==> src/rtl/mux16_rr_sched_pkg.sv <==
// mux16_rr_sched_pkg: shared constants, state encoding and round-robin search for mux16_rr_sched
package mux16_rr_sched_pkg;
    localparam int NUM_REQ = 16;
    localparam int SEL_W = 4;
    localparam int DEF_QUANTUM = 4;
    typedef enum logic {IDLE = 1'b0, GRANT = 1'b1} state_t;
    function automatic logic [SEL_W-1:0] rr_pick(input logic [NUM_REQ-1:0] r, input logic [SEL_W-1:0] base);
        logic [SEL_W-1:0] idx;
        rr_pick = base;
        for (int i = NUM_REQ; i >= 1; i--) begin
            idx = base + SEL_W'(i);
            if (r[idx]) rr_pick = idx;
        end
    endfunction
endpackage

==> src/rtl/mux16_rr_sched_mux.sv <==
// mux_16to1: 16-lane single-bit data selector
module mux_16to1
    import mux16_rr_sched_pkg::*;
(
    output logic out,
    input logic [NUM_REQ-1:0] in,
    input logic [SEL_W-1:0] sel
);
    assign out = in[sel];
endmodule

==> src/rtl/mux16_rr_sched.sv <==
// mux16_rr_sched: 16-way round-robin quantum scheduler with data mux; MUX16_SCHED_LOCK_EN adds a lock input
module mux16_rr_sched
    import mux16_rr_sched_pkg::*;
#(
    parameter int QUANTUM = DEF_QUANTUM
) (
    input logic clk,
    input logic rst_n,
    input logic [NUM_REQ-1:0] req,
    input logic [NUM_REQ-1:0] data_in,
`ifdef MUX16_SCHED_LOCK_EN
    input logic lock,
`endif
    output logic [NUM_REQ-1:0] gnt,
    output logic [SEL_W-1:0] sel,
    output logic valid,
    output logic mux_out
);
    localparam logic [7:0] CMAX = 8'(QUANTUM - 1);
    state_t st;
    logic [7:0] cnt;
    logic [SEL_W-1:0] last;
    logic [SEL_W-1:0] idle_pick;
    logic [SEL_W-1:0] hand_pick;
    logic [NUM_REQ-1:0] others;
    logic at_max;
    logic hold;
    logic rel;
    logic lane;
`ifdef MUX16_SCHED_LOCK_EN
    assign hold = lock & req[sel];
`else
    assign hold = 1'b0;
`endif
    always_comb begin
        at_max = cnt == CMAX;
        rel = !req[sel] || (at_max && !hold);
        others = req & ~(NUM_REQ'(1) << sel);
        idle_pick = rr_pick(req, last);
        hand_pick = rr_pick(others, sel);
    end
    always_ff @(posedge clk) begin
        if (!rst_n) begin
            st <= IDLE;
            gnt <= '0;
            sel <= '0;
            valid <= 1'b0;
            cnt <= '0;
            last <= 4'hF;
        end else if (st == IDLE) begin
            if (|req) begin
                st <= GRANT;
                sel <= idle_pick;
                gnt <= NUM_REQ'(1) << idle_pick;
                valid <= 1'b1;
                cnt <= '0;
            end
        end else if (!rel) begin
            cnt <= at_max ? cnt : cnt + 8'd1;
        end else begin
            // a sole requester hitting expiry falls through here and is re-granted with cnt cleared
            last <= sel;
            cnt <= '0;
            if (|others) begin
                sel <= hand_pick;
                gnt <= NUM_REQ'(1) << hand_pick;
            end else if (!req[sel]) begin
                st <= IDLE;
                valid <= 1'b0;
                gnt <= '0;
            end
        end
    end
    mux_16to1 u_mux (.out(lane), .in(data_in), .sel(sel));
    assign mux_out = lane & valid;
endmodule

==> config.mk <==
export PLATFORM = sky130hd
export DESIGN_NAME = mux16_rr_sched
export DESIGN_NICKNAME = d
export VERILOG_FILES = /design/src/rtl/mux16_rr_sched_pkg.sv /design/src/rtl/mux16_rr_sched_mux.sv /design/src/rtl/mux16_rr_sched.sv
export SDC_FILE = /design/constraint.sdc
export NUM_CORES = 1
export LEC_CHECK = 0
export BUFFER_PORTS_ARGS = -buffer_cell sky130_fd_sc_hd__buf_2
export CORE_UTILIZATION = 40
export DETAILED_ROUTE_END_ITERATION = 7
export PLACE_DENSITY = 0.61
export SLEW_MARGIN = 10
export SYNTH_ARGS = -nofsm -noshare
export SYNTH_HDL_FRONTEND = slang
export SYNTH_HIERARCHICAL = 1
export SYNTH_SLANG_ARGS = --single-unit
==> constraint.sdc <==
create_clock -name clk -period 4.78 [get_ports clk]
set_input_delay 0.956 -clock clk [delete_from_list [all_inputs] [get_ports clk]]
set_output_delay 0.956 -clock clk [all_outputs]
set_load 0.005 [all_outputs]
==> metrics.sh <==
CTS_NUM_SINKS=34
FINALMAXSLEWVIOLATIONS=0
VIAS_PER_STD_CELL=7.16
SYNTH.DISTINCT_CELLS=96
WORST_SKEW_PAIR.LATE_LATENCY_PS=280
WORSTREG2REGSTART='sel[2]'
WORST-SLEW-PIN-TRANSITION_PS=1060
SYNTH.NET_COUNT=1133
DIE-WIDTH_UM=149
AREA.GROWTH.SYNTH_TO_FINAL_PCT=7.27
CELLLEAKAGEPOWER_nW=3.33
CTS_MAX_PATH_BUFS=2
VIAS_IN_THE_FIRST_GLOBAL_ROUTE=8740
INITIAL_UTILIZATION_PCT=40.9
GRT_ANTENNA_BEFORE_REPAIR=0
POST_SYNTH_INST_COUNT=1079
CRITICAL_PATH.STARTPOINT='sel[2]'
ROUTED_WL_UM=34000
N_ANTENNA_CELL=0
HOLD_WS_PS=520
VDD_DROP_MAX_mV=0.309
CTS.CLK_SLEW.WORST_PATHS_PS=60
SYNTH-EDFF-COUNT=0
DRT.ANTENNA.VIOLATING_NETS=0
GRT_OVERFLOW_TOTAL=0
PWR_DENSITY_CELL_mW_PER_MM2=896
GRT_FIRST_PASS_WIRELENGTH_UM=52300
LAYOUT_COMMONEST_CELL='sky130_fd_sc_hd__nand2_1'
FIRST_PASS_ITERS=8
CRITICAL_PATH.ENDPOINT_TYPE='flip-flop'
DRCVIOLATIONCOUNT=0
FMAX_GHz=0.218
SETUP_VIOL=0
HOLD_VIOL_FINAL=0
STANDARD_CELL_CORE_AREA_MM2=0.0211
OUTCOME='finished, final reports clean'
COMMONEST_CELLS_AFTER_ROUTING_FILL_AND_TAPS_ASIDE='sky130_fd_sc_hd__nand2_1, sky130_fd_sc_hd__o21ai_0, sky130_fd_sc_hd__mux4_2, sky130_fd_sc_hd__nor2_1, sky130_fd_sc_hd__buf_2'
WL_PER_CELL_UM=25.0
CRITPATHKIND='flip-flop to flip-flop'
TIME_THE_WORST_PATH_NEEDS_WITH_I_O_DELAYS_AND_SETUP_PS=4580
ARRIVAL_PS=4770
WORST-PATH-MAX-FANOUT=10
GRT_USE_TOTAL_PCT=30.2
HOLD_PATH_CLASS='flip-flop to flip-flop'
CTSROOTBUFFERMASTER='sky130_fd_sc_hd__clkbuf_16'
ASYNC_SET_OR_RESET_FLOP_FRACTION_IN_THE_SYNTHESIZED_NETLIST_PCT=0
R2R.WORST_PATH.CELLS=12
CTS_BUFFERS=5
SYNTH_FF_TYPE='sky130_fd_sc_hd__dfxtp_1'
CTS-HTREE-LEVELS=2
CLOCK-SKEW-FINAL_PS=10.4
FIN_CRIT_SH_PCT=95.9
MAXSLEWHEADROOM_PCT=29.0
DETAILROUTE.VIA_COUNT=9731
CAP_VIOL_MAX_COUNT=0
GRT_MAX_DEGREE=50
POST_SYNTHESIS_SEQUENTIAL_AREA_RATIO_PCT=7.90
RR_ENDPOINT='gnt[6]'
LAYOUT.CELLS.NON_FILLER=1360
SETUP.WORST_PATH.END='gnt[6]'
LAYOUT-DRIVE-GT1-SHARE_PCT=21.0
SYNTH_WARNINGS=6
TIMING.REG2REG.SETUP_SLACK_PS=200
PLACE.DETAILED.INSTANCES=1352
YS_FF_LATCH=34
ROWS=53
GP_CONGESTION=1.09
PLACE.DETAILED.HPWL_UM=24600
SYN-CELL-AREA_MM2=0.00862
IO_BUFFERS=55
TNS_PS=0
DIE_AR_MM2=0.0221
DRT-INITIAL-DRC-COUNT=1180
START_KIND='flip-flop'
TRITONCTS_CLOCK_TREE='yes'
POST_SYN_AREA_PER_CELL_UM2=7.99
WORSTPATHREQUIRED_PS=4960
DIE-HEIGHT_UM=149
FINISH.NET_COUNT=1138
UNREPAIRED_SETUP_ENDPOINTS_AFTER_GLOBAL_ROUTING='false'
IO_PINS=56
worst max-delay path: stages (launching register included):
cell                       delay, ps
sky130_fd_sc_hd__dfxtp_2         490
sky130_fd_sc_hd__inv_2           210
sky130_fd_sc_hd__ha_1            350
sky130_fd_sc_hd__xnor2_1         860
sky130_fd_sc_hd__mux4_2          620
sky130_fd_sc_hd__o22ai_1         400
sky130_fd_sc_hd__o21ai_0         150
sky130_fd_sc_hd__mux2_2          290
sky130_fd_sc_hd__o2111a_1        270
sky130_fd_sc_hd__o22ai_1         270
sky130_fd_sc_hd__o21ai_0         140
sky130_fd_sc_hd__buf_4           170
sky130_fd_sc_hd__o31ai_1         250
area by class of cell:
class | count | area [um2]
Clock buffer | 6 | 139
Clock inverter | 2 | 16.3
Fill cell | 2161 | 11800
Inverter | 26 | 97.6
Multi-Input combinational cell | 921 | 7370
Sequential cell | 34 | 686
Tap cell | 275 | 344
Timing Repair Buffer | 96 | 596
power breakdown:
group          internal, W  total, W  switching, W
Clock             0.000209  0.000340      0.000131
Combinational      0.00291   0.00751       0.00460
Sequential        0.000352  0.000434     0.0000819
Total              0.00347   0.00828       0.00481
metal layers:
layer	wire length, um	vias up	GRT usage, %
met5	0	-	0
met4	1690	0	13.5
met3	3230	117	3.39
met2	14900	633	46.4
met1	14200	4671	42.5
li1	-	4310	-
synth_stat cells, drive strengths merged (26+ instances only):
cell	number	area, um2
o21ai	67	335
nand3	47	240
dfxtp	34	681
nor2b	29	181
mux2i	38	380
nor2	58	218
a21oi	41	205
mux4	62	1410
mux2	26	297
clkbuf	51	194
buf	47	285
nand2	95	357
state kept, by name, summed over array words and instances (netlist names):
register	flops
valid	1
last	4
sel	4
gnt	16
st	1
cnt	8
repair_timing:
item | CTS | global route
setup endpoints to repair | 0 | 2
setup buffers | 0 | 0
hold buffers | 0 | 0
resized for setup | 0 | 1
cells by family (layout without fill, tap and decap cells):
group	Yosys count	in the layout	share of synthesized area, %
AOI/OAI and AO/OA	379	379	32.9
muxes	126	126	24.2
buffers and inverters	124	130	6.69
xor gates and xnor gates	26	26	2.90
adders and majority gates	20	20	2.90
and+or+nand+nor	370	370	22.5
DFF	34	34	7.90
worst min path at each step:
stage | start | depth (start not counted) | endpoint
3_3_place_gp | cnt[7] | 2 | cnt[7]
4_1_cts | cnt[7] | 2 | cnt[7]
3_5_place_dp | valid | 2 | valid
5_1_grt | cnt[7] | 2 | cnt[7]
6_report | cnt[7] | 2 | cnt[7]
2_1_floorplan | cnt[7] | 2 | cnt[7]
per-stage QoR:
stage	power, W	utilization, %	setup WS [ps]	area, um2
2_1_floorplan	0.00582	-	52.0	8620
3_3_place_gp	0.00772	43.1	418	9090
3_5_place_dp	0.00769	43.1	421	9090
4_1_cts	0.00805	43.8	431	9240
5_1_grt	0.00880	43.9	79.3	9250
6_report	0.00828	43.9	196	9250
Power figures use the tool's default switching activity.
